<file path="src/rtl/line_scan.sv">
// Post-lock playfield row scanner: sweeps every row through the VRAM row-read
// engine and reports which rows are completely filled, plus a saturating line total.
module line_scan #(
  parameter int          NUM_ROWS  = 20,
  parameter int          ROW_WIDTH = 10,
  parameter logic [15:0] BG_CLR    = 16'h000F,
  parameter int          TIMEOUT   = 4096
) (
  input  logic                    clk,
  input  logic                    reset,
  input  logic                    start,
  input  logic                    row_ready,
  input  logic [16*ROW_WIDTH-1:0] read_reg,
  output logic                    row_ld,
  output logic [7:0]              row,
  output logic                    busy,
  output logic                    done,
  output logic                    error,
  output logic [NUM_ROWS-1:0]     full_mask,
  output logic [4:0]              full_count,
  output logic [15:0]             lines_total,
  output logic [2:0]              fsm_state
);

  typedef enum logic [2:0] {
    IDLE = 3'd0,
    WAIT = 3'd1,
    EVAL = 3'd2,
    NEXT = 3'd3,
    FIN  = 3'd4
  } state_t;

  localparam int                TW       = (TIMEOUT > 2) ? $clog2(TIMEOUT) : 1;
  localparam logic [TW-1:0]     TO_LAST  = TW'(TIMEOUT - 1);
  localparam logic [7:0]        LAST_ROW = 8'(NUM_ROWS - 1);
  localparam logic [NUM_ROWS-1:0] ROW_ONE = NUM_ROWS'(1);

  state_t                  state;
  logic [TW-1:0]           tmo;
  logic [16*ROW_WIDTH-1:0] cap;
  logic                    row_full;

  // Request drops in the same cycle row_ready rises, so the engine never sees a stale request.
  assign row_ld    = (state == WAIT) & ~row_ready;
  assign fsm_state = state;

  always_comb begin
    row_full = 1'b1;
    for (int i = 0; i < ROW_WIDTH; i++) begin
      if (cap[16*i +: 16] == BG_CLR) row_full = 1'b0;
    end
  end

  always_ff @(posedge clk or posedge reset) begin
    if (reset) begin
      state       <= IDLE;
      row         <= 8'd0;
      full_mask   <= '0;
      full_count  <= 5'd0;
      lines_total <= 16'd0;
      done        <= 1'b0;
      error       <= 1'b0;
      busy        <= 1'b0;
      tmo         <= '0;
      cap         <= '0;
    end else begin
      done  <= 1'b0;
      error <= 1'b0;
      unique case (state)
        IDLE: begin
          if (start) begin
            full_mask  <= '0;
            full_count <= 5'd0;
            row        <= 8'd0;
            tmo        <= '0;
            busy       <= 1'b1;
            state      <= WAIT;
          end
        end
        WAIT: begin
          if (row_ready) begin
            cap   <= read_reg;
            state <= EVAL;
          end else if (tmo == TO_LAST) begin
            // Partial sweep results are left in place for inspection.
            error <= 1'b1;
            busy  <= 1'b0;
            state <= IDLE;
          end else begin
            tmo <= tmo + 1'b1;
          end
        end
        EVAL: begin
          if (row_full) begin
            full_mask  <= full_mask | (ROW_ONE << row);
            full_count <= full_count + 5'd1;
            if (lines_total != 16'hFFFF) lines_total <= lines_total + 16'd1;
          end
          state <= NEXT;
        end
        NEXT: begin
          if (row == LAST_ROW) begin
            done  <= 1'b1;
            state <= FIN;
          end else begin
            row   <= row + 8'd1;
            tmo   <= '0;
            state <= WAIT;
          end
        end
        FIN: begin
          busy  <= 1'b0;
          state <= IDLE;
        end
        default: begin
          busy  <= 1'b0;
          state <= IDLE;
        end
      endcase
    end
  end

endmodule

</file>
<file path="config.mk">
export PLATFORM = sky130hd
export DESIGN_NAME = line_scan
export DESIGN_NICKNAME = d
export VERILOG_FILES = /design/src/rtl/line_scan.sv
export SDC_FILE = /design/constraint.sdc
export NUM_CORES = 1
export LEC_CHECK = 0
export CAP_MARGIN = 25
export CORE_ASPECT_RATIO = 1.2
export CORE_MARGIN = 5
export CORE_UTILIZATION = 45
export CTS_CLUSTER_DIAMETER = 100
export DETAILED_ROUTE_END_ITERATION = 8
export PLACE_DENSITY_LB_ADDON = 0.08
export RECOVER_POWER = 100
export SLEW_MARGIN = 40
export SYNTH_ARGS = -nofsm -noshare
export SYNTH_HDL_FRONTEND = slang
export SYNTH_SLANG_ARGS = --single-unit
</file>
<file path="constraint.sdc">
create_clock -name clk -period 7.14 [get_ports clk]
set_input_delay 0.714 -clock clk [delete_from_list [all_inputs] [get_ports clk]]
set_output_delay 0.714 -clock clk [all_outputs]
set_load 0.005 [all_outputs]
</file>
# == Word-level counts from Yosys, hierarchy flattened ==
# Cells that the tools add are included.
# word_totals
output_inout_bits,56
reg_bits,227
word_cells,92
# classes
mux,38
shift,1
bitwise_logic,4
n_eq_ne,23
addsub,4
n_reduce_logical,12
# op_table
operator,count
$eq A16 B4 Y1 const B,10
$mux W12,4
$mux W20,2
$pmux W20 S2,1
$pmux W12 S3,1
$or A20 B20 Y20,1
$shl A1 B8 Y20 const A,1
$mux W1,18
$add A16 B1 Y16 const B,1
$mux W8,2
$ne A16 B16 Y1 const B,1
$pmux W8 S2,1
$add A12 B1 Y12 const B,1
$eq A12 B12 Y1 const B,1
$mux W3,4
$pmux W3 S4,1
$mux W5,2
$ne A2 B2 Y1 const B,5
$pmux W5 S2,1
$reduce_and A3 Y1,3
$add A8 B1 Y8 const B,1
$eq A8 B5 Y1 const B,1
$eq A3 B2 Y1 const B,2
$add A5 B1 Y5 const B,1
other kinds (13),16

# == Longest topological paths before layout ==
# logic_depth
depth_word,13
ltp_mapped,8
ltp_nobuf,7

# == Worst setup path before layout ==
# No wires, ideal clock.
# synth_timing
path_kind,input to register
startpoint,in row_ready
endpoint,reg cap[100]
slack_ns,5.031
t_arrival_ns,1.984
required_time_ns,7.015
stages,5
setup_ns,0.125
path_buffers,2
path_cell_list,nand2_1 -> nor3_1 -> clkbuf_1 -> buf_2 -> mux2_2
# synth_via
elab_chain_len,1
# synth_rtl
element,line_no,text
start: declaration,12,"input logic row_ready,"
$reduce_and A2 Y1 (no source line),n/a,
end signal: assignment,82,cap <= read_reg;
end: declaration,40,logic [16*ROW_WIDTH-1:0] cap;
# Every way passes these cells.
# A chain may end at the register's enable or synchronous reset.

==> results.yml <==
run_status:
  status: "finished clean"
logic_synthesis:
  avgSynthCellArea_sq_um: 13.6
  ys_types: 50
  seq_area_frac_synth_pct: 59.5
  synth_area_leaders: "dfrtp_1 (59%), mux2_2 (19%), xnor2_1 (2.0%), nand4_1 (1.7%), nor4_1 (1.6%)"
  synth_ff_type: "dfrtp_1"
  yosysTopAreaCell: "dfrtp_1"
  synth_nets: 868
  syn_inst: 700
  synth_top_area_share_pct: 59.5
  synth_common_cells: "dfrtp_1 (227), mux2_2 (163), nand4_1 (26), nor4_1 (24), nand2_1 (23)"
  async_flop_share_pct: 100
  synth_edf_count: 0
  ys_ff_latch: 227
  yosysWarningCount: 0
  synth_most_common_cell: "dfrtp_1"
  synth_area_sq_mm: 0.00955
detailed_routing:
  vias: 6478
  drc: 0
  wl_per_cell_microns: 18.8
  drt_wl_total_microns: 22600
  ant_nets: 0
  drt-pass1-iter-count: 4
  drtIter0Drc: 290
  drt-vias-per-instance: 5.38
placement:
  detailed_place_hpwl_microns: 16900
  routabilityCongestion: 0.856
  dp_cells: 1163
  post-place-ws_ns: 3.84
  port_buffers: 219
layout:
  final_cells: 1204
  n_fill_cell: 1653
  diodes: 0
  layout.nets: 1087
  synthToLayoutAreaGrowth_pct: 33.4
  drive_above_1_share_pct: 21.7
job:
  cap_violations: 0
grt:
  antenna_found_initial: 1
  grt_util_all_layers_pct: 18.5
  use_met2_pct: 33.1
  grt_pass1_wl_microns: 36400
  grt_overflow: 0
  grt_pass1_vias: 7113
  grt_use_met3_pct: 5.78
  busiest_layer: "met2"
  met1_usage_pct: 21.9
  grt_max_degree: 153
timing:
  period_minus_slack_ns: 3.69
  rsz0062_at_grt: "no"
  tns_ns: 0
  skew_ns: 0.00945
  maxSlewHeadroom_pct: 10.1
  maxSlewViolCount: 0
  whs_ns: 0.488
  fmax_mhz: 271
  final.setup.worst_slack_ns: 3.45
  hold_viol_final: 0
  tightest_slew_ns: 1.34
  setup_viol: 0
  timing.final.crit_share_pct: 51.6
clock_network:
  h-tree-depth: 1
  clkLatencyLatePin_ns: 0.50
  cts_buffer_depth: 3
  clk_pin_slew_ns: 0.06
  clock-root-buffer: "clkbuf_16"
  cts_tree: "done"
  cts_resized: 0
  cts_hold_buf: 0
  post_cts_buffers: 0
  cts_made_buffers: 24
  cts.sink_count: 227
critical_path:
  critPathCaptureType: "register"
  cp-start-kind: "primary input"
  criticalPathCategory: "primary input to register"
  worst-endpoint-required_ns: 7.56
  regToRegSetupSlack_ns: 3.64
  rr_startpoint: "fsm_state[2]"
  cp_max_fo: 18
  rr_endpoint: "lines_total[4]"
  r2r_cells: 7
  cp.arrival_ns: 4.10
worst_hold_path:
  holdCritStartpoint: "full_mask[19]"
  holdPathStages: 1
  hold-path-endpoint: "full_mask[19]"
  worstHoldPathType: "register to register"
die:
  start_util_pct: 45.6
  die_height_microns: 170
  core_sq_mm: 0.0210
  die-area_sq_mm: 0.0243
  io_pins: 220
  num_rows: 58
  fp.dieW_microns: 143
power_and_ir_drop:
  peakVddDrop_v: 0.000436
  power_density_mw_per_mm2: 366
  finalPower_mw: 4.66
  leakage_nw: 5.37
[critical path: stages]
cell and delay, ns:
dlygate4sd3_1 0.66, nor2_1 0.07, nor3_1 0.42, nand4_1 0.16, nor3_1 0.34, clkbuf_1 0.59, clkbuf_1 0.60, nor4bb_1 0.37
xor2_1 0.18
[how the worst max path moves through the flow]
stage	startpoint	endpoint	slack (ns)
final	start	lines_total[4]	3.45
after global routing	start	lines_total[4]	3.12
after CTS	row_ready	row_ld	4.07
after detailed placement	row_ready	cap[28]	3.84
after global placement	start	lines_total[1]	3.67
after floorplan	reset	busy	0.21
[cell families after synthesis]
family / Yosys count / share of synthesized area, %
DFF: 227 / 59.5
AOI/OAI and AO/OA: 53 / 4.33
and+or+nand+nor: 187 / 12.1
xor gates and xnor gates: 27 / 2.48
adders and majority gates: 4 / 0.524
buffers and inverters: 38 / 1.82
muxes: 164 / 19.3
[cells in the final DEF, fill, tap and decap left out, types with 2 or more instances in the layout]
master             n
dfrtp_1          227
a32o_1            11
nand2_1           23
and4_1             2
a21oi_1            9
ha_1               4
nor4b_1           14
clkbuf_1          11
inv_1              5
o21a_1             2
a21o_1             2
clkbuf_8           7
nor4_1            24
o21ai_0            9
mux2_2           162
nor2b_1            2
clkdlybuf4s50_1  160
xor2_1             5
and2_1            11
a22o_1            12
clkbuf_16         25
and3_1             5
dlygate4sd3_1     59
nand3_1           19
buf_4              2
nor3b_1            3
nand4_1           26
nor2_1            21
nand3b_1           2
or4_1              3
or3_1              3
and4b_1           12
xnor2_1           22
nor3_1            10
[report_power, final]
group	leakage, nW	internal, mW	switching, mW
Clock	0.376	0.737	0.463
Combinational	2.21	0.794	0.520
Sequential	2.79	1.82	0.324
Total	5.37	3.35	1.31
[per-stage QoR]
| stage | cell area (sq um) | util [%] |
|---|---|---|
| CTS | 12800 | 61.1 |
| detailed placement | 12000 | 57.4 |
| finish | 12700 | 60.8 |
| global route | 12700 | 60.8 |
| global placement | 12000 | 57.2 |
| floorplan | 9550 | - |
[cell type report]
cell class | count | area (sq um) | area share, %
inverters | 6 | 35.0 | 0.275
multi-input cells | 435 | 3670 | 28.8
clock inverters | 1 | 30.0 | 0.236
flip-flops and latches | 227 | 5680 | 44.6
repair buffers | 225 | 2250 | 17.6
well taps | 270 | 338 | 2.65
clock buffers | 40 | 742 | 5.82
[registers in the layout, indices dropped and copies added, names as in the netlist]
signal,cells
busy,1
cap,160
done,1
error,1
fsm_state,3
full_count,5
full_mask,20
lines_total,16
row,8
tmo,12
[routing by layer]
metal,vias to the layer above,routed length [microns]
met4,2,278
met3,24,1880
li1,3025,-
met5,-,7
met2,185,11800
met1,3242,8600
Power figures use the tool's default switching activity.
